[src/rtl/lfa_share_pkg.sv]
// Shared types, widths and the round-robin pick helper for the LFA share arbiter.
package lfa_share_pkg;

    localparam int OPW  = 16;
    localparam int SUMW = 17;

    typedef enum logic [1:0] {IDLE, EVAL, RESP} stateT;

    // Scans valid from ptr upward, modulo 8. Callers zero-pad unused requester
    // slots, which gives the same winner as a scan modulo the real count.
    function automatic logic [7:0] rr_pick(input logic [7:0] valid, input logic [2:0] ptr);
        logic [7:0] grant;
        logic [2:0] idx;
        logic       found;
        grant = '0;
        found = 1'b0;
        for (int unsigned k = 0; k < 8; k++) begin
            idx = ptr + 3'(k);
            if (!found && valid[idx]) begin
                grant[idx] = 1'b1;
                found      = 1'b1;
            end
        end
        return grant;
    endfunction

endpackage

[src/rtl/LFA_15_0.sv]
// Exact 16-bit Ladner-Fischer (minimum-depth) prefix adder; s[16] is carry-out.
module LFA_15_0
    import lfa_share_pkg::*;
(
    output logic [SUMW-1:0] s,
    input  logic [OPW-1:0]  a,
    input  logic [OPW-1:0]  b
);

    logic [OPW-1:0] gL [5];
    logic [OPW-1:0] pL [5];

    always_comb begin
        int unsigned j;
        j = 0;
        gL[0] = a & b;
        pL[0] = a ^ b;
        for (int unsigned l = 0; l < 4; l++) begin
            for (int unsigned i = 0; i < OPW; i++) begin
                // Upper half of each 2^(l+1) block merges with the top of its lower half.
                if (((i >> l) & 1) == 1) begin
                    j = ((i >> l) << l) - 1;
                    gL[l+1][i] = gL[l][i] | (pL[l][i] & gL[l][j]);
                    pL[l+1][i] = pL[l][i] & pL[l][j];
                end else begin
                    gL[l+1][i] = gL[l][i];
                    pL[l+1][i] = pL[l][i];
                end
            end
        end
        s[0] = pL[0][0];
        for (int unsigned i = 1; i < OPW; i++) begin
            s[i] = pL[0][i] ^ gL[4][i-1];
        end
        s[SUMW-1] = gL[4][OPW-1];
    end

endmodule

[src/rtl/lfa_share_arbiter.sv]
// Round-robin share of one LFA_15_0 core among N_REQ requesters; operands are
// held for SETTLE_CYCLES before the sum is registered onto the response channel.
module lfa_share_arbiter
    import lfa_share_pkg::*;
#(
    parameter  int N_REQ         = 2,
    parameter  int SETTLE_CYCLES = 2,
    parameter  int CNT_W         = 32,
    localparam int ID_W          = (N_REQ > 1) ? $clog2(N_REQ) : 1
) (
    input  logic                 clk,
    input  logic                 rst_n,
    input  logic [N_REQ-1:0]     req_valid,
    output logic [N_REQ-1:0]     req_ready,
    input  logic [OPW*N_REQ-1:0] req_a,
    input  logic [OPW*N_REQ-1:0] req_b,
    output logic                 rsp_valid,
    input  logic                 rsp_ready,
    output logic [SUMW-1:0]      rsp_sum,
    output logic [ID_W-1:0]      rsp_id,
    output logic                 busy,
    output logic [CNT_W-1:0]     ops_done
);

    stateT           state;
    logic [2:0]      rrPtr;
    logic [3:0]      cnt;
    logic [OPW-1:0]  opA;
    logic [OPW-1:0]  opB;
    logic [ID_W-1:0] opId;

    logic [7:0]      validPad;
    logic [7:0]      grantAll;
    logic            accept;
    logic [OPW-1:0]  selA;
    logic [OPW-1:0]  selB;
    logic [ID_W-1:0] selId;
    logic [2:0]      nextPtr;
    logic [SUMW-1:0] adderSum;

    always_comb begin
        validPad              = '0;
        validPad[N_REQ-1:0]   = req_valid;
        grantAll              = rr_pick(validPad, rrPtr);
        accept                = (state == IDLE) && (|grantAll);
        req_ready             = '0;
        if (state == IDLE) begin
            req_ready = grantAll[N_REQ-1:0];
        end
        selA    = '0;
        selB    = '0;
        selId   = '0;
        nextPtr = '0;
        for (int unsigned i = 0; i < N_REQ; i++) begin
            if (grantAll[i]) begin
                selA    = req_a[OPW*i +: OPW];
                selB    = req_b[OPW*i +: OPW];
                selId   = ID_W'(i);
                nextPtr = (i + 1 < N_REQ) ? 3'(i + 1) : 3'd0;
            end
        end
    end

    // The core only ever sees the latched operands, never the live request bus.
    LFA_15_0 adder (
        .s (adderSum),
        .a (opA),
        .b (opB)
    );

    assign busy = (state != IDLE);

    always_ff @(posedge clk or negedge rst_n) begin
        if (!rst_n) begin
            state     <= IDLE;
            rrPtr     <= '0;
            cnt       <= '0;
            opA       <= '0;
            opB       <= '0;
            opId      <= '0;
            rsp_valid <= 1'b0;
            rsp_sum   <= '0;
            rsp_id    <= '0;
            ops_done  <= '0;
        end else begin
            case (state)
                IDLE: begin
                    if (accept) begin
                        opA   <= selA;
                        opB   <= selB;
                        opId  <= selId;
                        rrPtr <= nextPtr;
                        cnt   <= 4'(SETTLE_CYCLES - 1);
                        state <= EVAL;
                    end
                end
                EVAL: begin
                    if (cnt != '0) begin
                        cnt <= cnt - 4'd1;
                    end else begin
                        rsp_sum   <= adderSum;
                        rsp_id    <= opId;
                        rsp_valid <= 1'b1;
                        state     <= RESP;
                    end
                end
                RESP: begin
                    if (rsp_ready) begin
                        rsp_valid <= 1'b0;
                        ops_done  <= ops_done + 1'b1;
                        state     <= IDLE;
                    end
                end
                default: state <= IDLE;
            endcase
        end
    end

endmodule
[config.mk]
export PLATFORM = sky130hd
export DESIGN_NAME = lfa_share_arbiter
export DESIGN_NICKNAME = d
export VERILOG_FILES = /design/src/rtl/lfa_share_pkg.sv /design/src/rtl/LFA_15_0.sv /design/src/rtl/lfa_share_arbiter.sv
export SDC_FILE = /design/constraint.sdc
export NUM_CORES = 1
export LEC_CHECK = 0
export CAP_MARGIN = 20
export CORE_MARGIN = 5
export CORE_UTILIZATION = 45
export DETAILED_ROUTE_END_ITERATION = 12
export PLACE_DENSITY = 0.75
export REMOVE_ABC_BUFFERS = 1
export SLEW_MARGIN = 10
export SYNTH_ARGS = -nofsm -noshare
export SYNTH_HDL_FRONTEND = slang
export SYNTH_SLANG_ARGS = --single-unit
[constraint.sdc]
create_clock -name clk -period 3.2 [get_ports clk]
set_input_delay 0.8 -clock clk [delete_from_list [all_inputs] [get_ports clk]]
set_output_delay 0.8 -clock clk [all_outputs]
set_load 0.03 [all_outputs]
==> metrics.txt <==
RR Endpoint=rsp_sum[8]; Critical Path RT=2.40 ns; Switching Share=41.6%; synthesized instance count=430; vias in the first global route=3,786; actual slew at the worst max-slew pin=0.468 ns; Slew headroom=68.8%; Core ar.=9820 um^2; Psw=2030 uW; hpwl dp=8080 um; post-CTS setup buffers=0; placer congestion estimate=0.791; RSZ-0062 raised after global routing=no; Max VDD drop=554 uV; Layout Nets=645; clock tree sinks=91; synthesized area=4540 um^2; Pre-antenna DRT Iters=4; fmax=327 MHz; outcome=complete, no violations; DRC Markers=0; register bit count reported by yosys=91; Final min period=3.06 ns; post-synth cell types=50; Skew-Pair Late Insertion Delay=0.35 ns; total gr overflow=0; Die Y=110 um; Die ar.=12,200 um^2; cell internal pwr=2850 uW; CP Launch Type=input pin; clock share of power=14.4%; Clock Path Buffers=2; first-pass GRT wire length=18,100 um; Worst Setup Path Type=input pin to output port; H-tree depth=3; worst-path fanout max=4; Reg2Reg Depth=9; part of the power in combinational logic=49.2%; Max Cap Violations=0; GRT Resource Usage Total=17.6%; initial drt markers=152; Fin. Hold Viols=0; Total Wirelength=10,500 um; worst r2r src=opB[0]; fillers=873; endpoint class of the critical path=output port; Root Buffer=clkbuf_8; Finish-stage setup viols=0; Hold Buf Count CTS=0; vias=3,611; Initial Utilization=46.2%; # IOs=123; antenna viol nets, final=0; register-to-register setup slack=0.49 ns; max-slew violations=0; Synth warnings=0; routed vias/inst=5.21; final setup margin=0.139 ns; clk slew on worst S/H paths=0.09 ns; clock skew=0.0113 ns; Seq/Total Area, Yosys=50.2%; Worst Hold Class=input pin to asynchronous set/reset pin; LEAKAGE=0.00273 uW; CTS tree=done; ANT cells=0; Die Span X=110 um; largest net degree at the start of global routing=92; wire length per cell=15.1 um; port bufs=122; cts bufs inserted=9; Avg Synthesized Cell Area=10.6 um^2; CP Data Arrival Time=2.26 ns; Reg power frac=36.4%; Final TNS setup=0 ns; PwrDens=799 nW/um^2; FP Rows=36; pre-CTS setup slack=0.137 ns; share of layout cells above drive strength 1=8.57%; Area Overhead vs Synth=34.8%; period utilisation layout=95.6%; antenna violations before repair=0; Overall Power=4880 uW; Gates resized, CTS repair=0
[state kept, by name (all words and copies together), names as in the netlist]
signal,count
ops_done,32
rsp_sum,17
opA,16
opB,16
cnt,4
state,2
opId,1
rrPtr,1
rsp_id,1
rsp_valid,1
[placed cells by master, fill, tap and decap left out, types with 10 or more instances in the layout]
master           count
inv_1               11
ha_1                17
clkdlybuf4s50_1    120
buf_4               10
dfrtp_1             91
nor2_1              10
a22oi_1             33
nand2_1             60
nand3_1             12
xnor2_1             28
o21ai_0             48
clkbuf_8            10
a21oi_1             10
xor2_1              13
[per-stage QoR]
stage | instance area, um^2 | std cells | hold WS [ns] | util, %
after floorplan | 4450 | 412 | 0.454 | -
after global placement | 5930 | 677 | 0.462 | 60.4
after detailed placement | 5930 | 677 | 0.475 | 60.4
after CTS | 6110 | 693 | 0.493 | 62.3
after global routing | 6120 | 693 | 0.506 | 62.3
final | 6120 | 693 | 0.486 | 62.3
[area by class of cell]
type / instances / area, um^2 / area share [%]
timing repair buffer: 132 / 1310 / 21.4
tap: 133 / 166 / 2.72
inverter: 11 / 41.3 / 0.675
multi-input combinational: 310 / 2140 / 35.0
clock inverter: 5 / 37.5 / 0.614
sequential: 91 / 2280 / 37.2
clock buffer: 11 / 141 / 2.31
[logic make-up (layout without fill, tap and decap cells)]
kind of cell,Yosys count,after routing,share of synthesized area (%)
simple gates,130,130,15.9
compound gates,112,112,15.1
flops,91,91,50.2
xor+xnor,42,42,8.27
buf+inv,29,159,2.81
fa+ha+maj,21,21,6.45
mux,5,5,1.24
[per-layer routing]
layer / vias up / share of wire (%) / routed length (um) / track usage, %
met5: - / 0 / 0 / 0
met4: 0 / 1.3 / 133 / 5.75
met3: 12 / 6.2 / 648 / 4.49
li1: 1764 / - / - / -
met1: 1718 / 44 / 4590 / 22.4
met2: 117 / 49 / 5100 / 29.5
[synth_stat cells, drive strengths merged]
library cell,number,area share [%]
a211oi,1,0.17
a21boi,1,0.17
a21o,6,0.99
a21oi,11,1.2
a221oi,1,0.19
a22oi,33,5.5
a31oi,1,0.14
a41o,1,0.22
and2,3,0.47
and3,8,1.2
and4,4,0.77
buf,2,0.58
clkbuf,16,1.3
dfrtp,91,50
fa,4,1.8
ha,17,4.7
inv,11,0.91
mux2,5,1.2
nand2,60,5.0
nand2b,4,0.55
nand3,17,2.6
nand4,7,1.3
nand4b,1,0.33
nor2,10,0.83
nor2b,6,0.83
nor3,2,0.47
nor3b,3,0.50
nor4,2,0.61
o211ai,1,0.17
o21a,2,0.33
o21ai,51,5.6
o21bai,1,0.17
o22ai,1,0.14
o31ai,1,0.17
or2,2,0.28
or4,1,0.17
xnor2,29,5.8
xor2,13,2.5
[critical path, cell delays in order]
cell and delay (ns):
clkdlybuf4s50_1 0.45, nand2_1 0.11, nand2_1 0.08, nor2_1 0.12
clkdlybuf4s50_1 0.69
[worst max-delay path by stage]
stage	end	cells after the start	slack [ns]	start
detailed placement	req_ready[0]	5	0.14	req_valid[1]
floorplan	opA[0]	4	0.69	req_valid[0]
global route	req_ready[0]	5	0.06	req_valid[1]
global placement	req_ready[1]	5	0.17	req_valid[0]
finish	req_ready[0]	5	0.14	req_valid[1]
CTS	req_ready[0]	5	0.13	req_valid[1]
[power by group through the flow]
stage          Clock [uW]  Combinational, uW  Sequential, uW
3_3_place_gp            0               2330            1780
6_report              703               2400            1780
5_1_grt               779               2700            1830
2_1_floorplan           0               1350            1990
4_1_cts               731               2440            1780
3_5_place_dp            0               2430            1800
(Power assumes the default switching activity.)
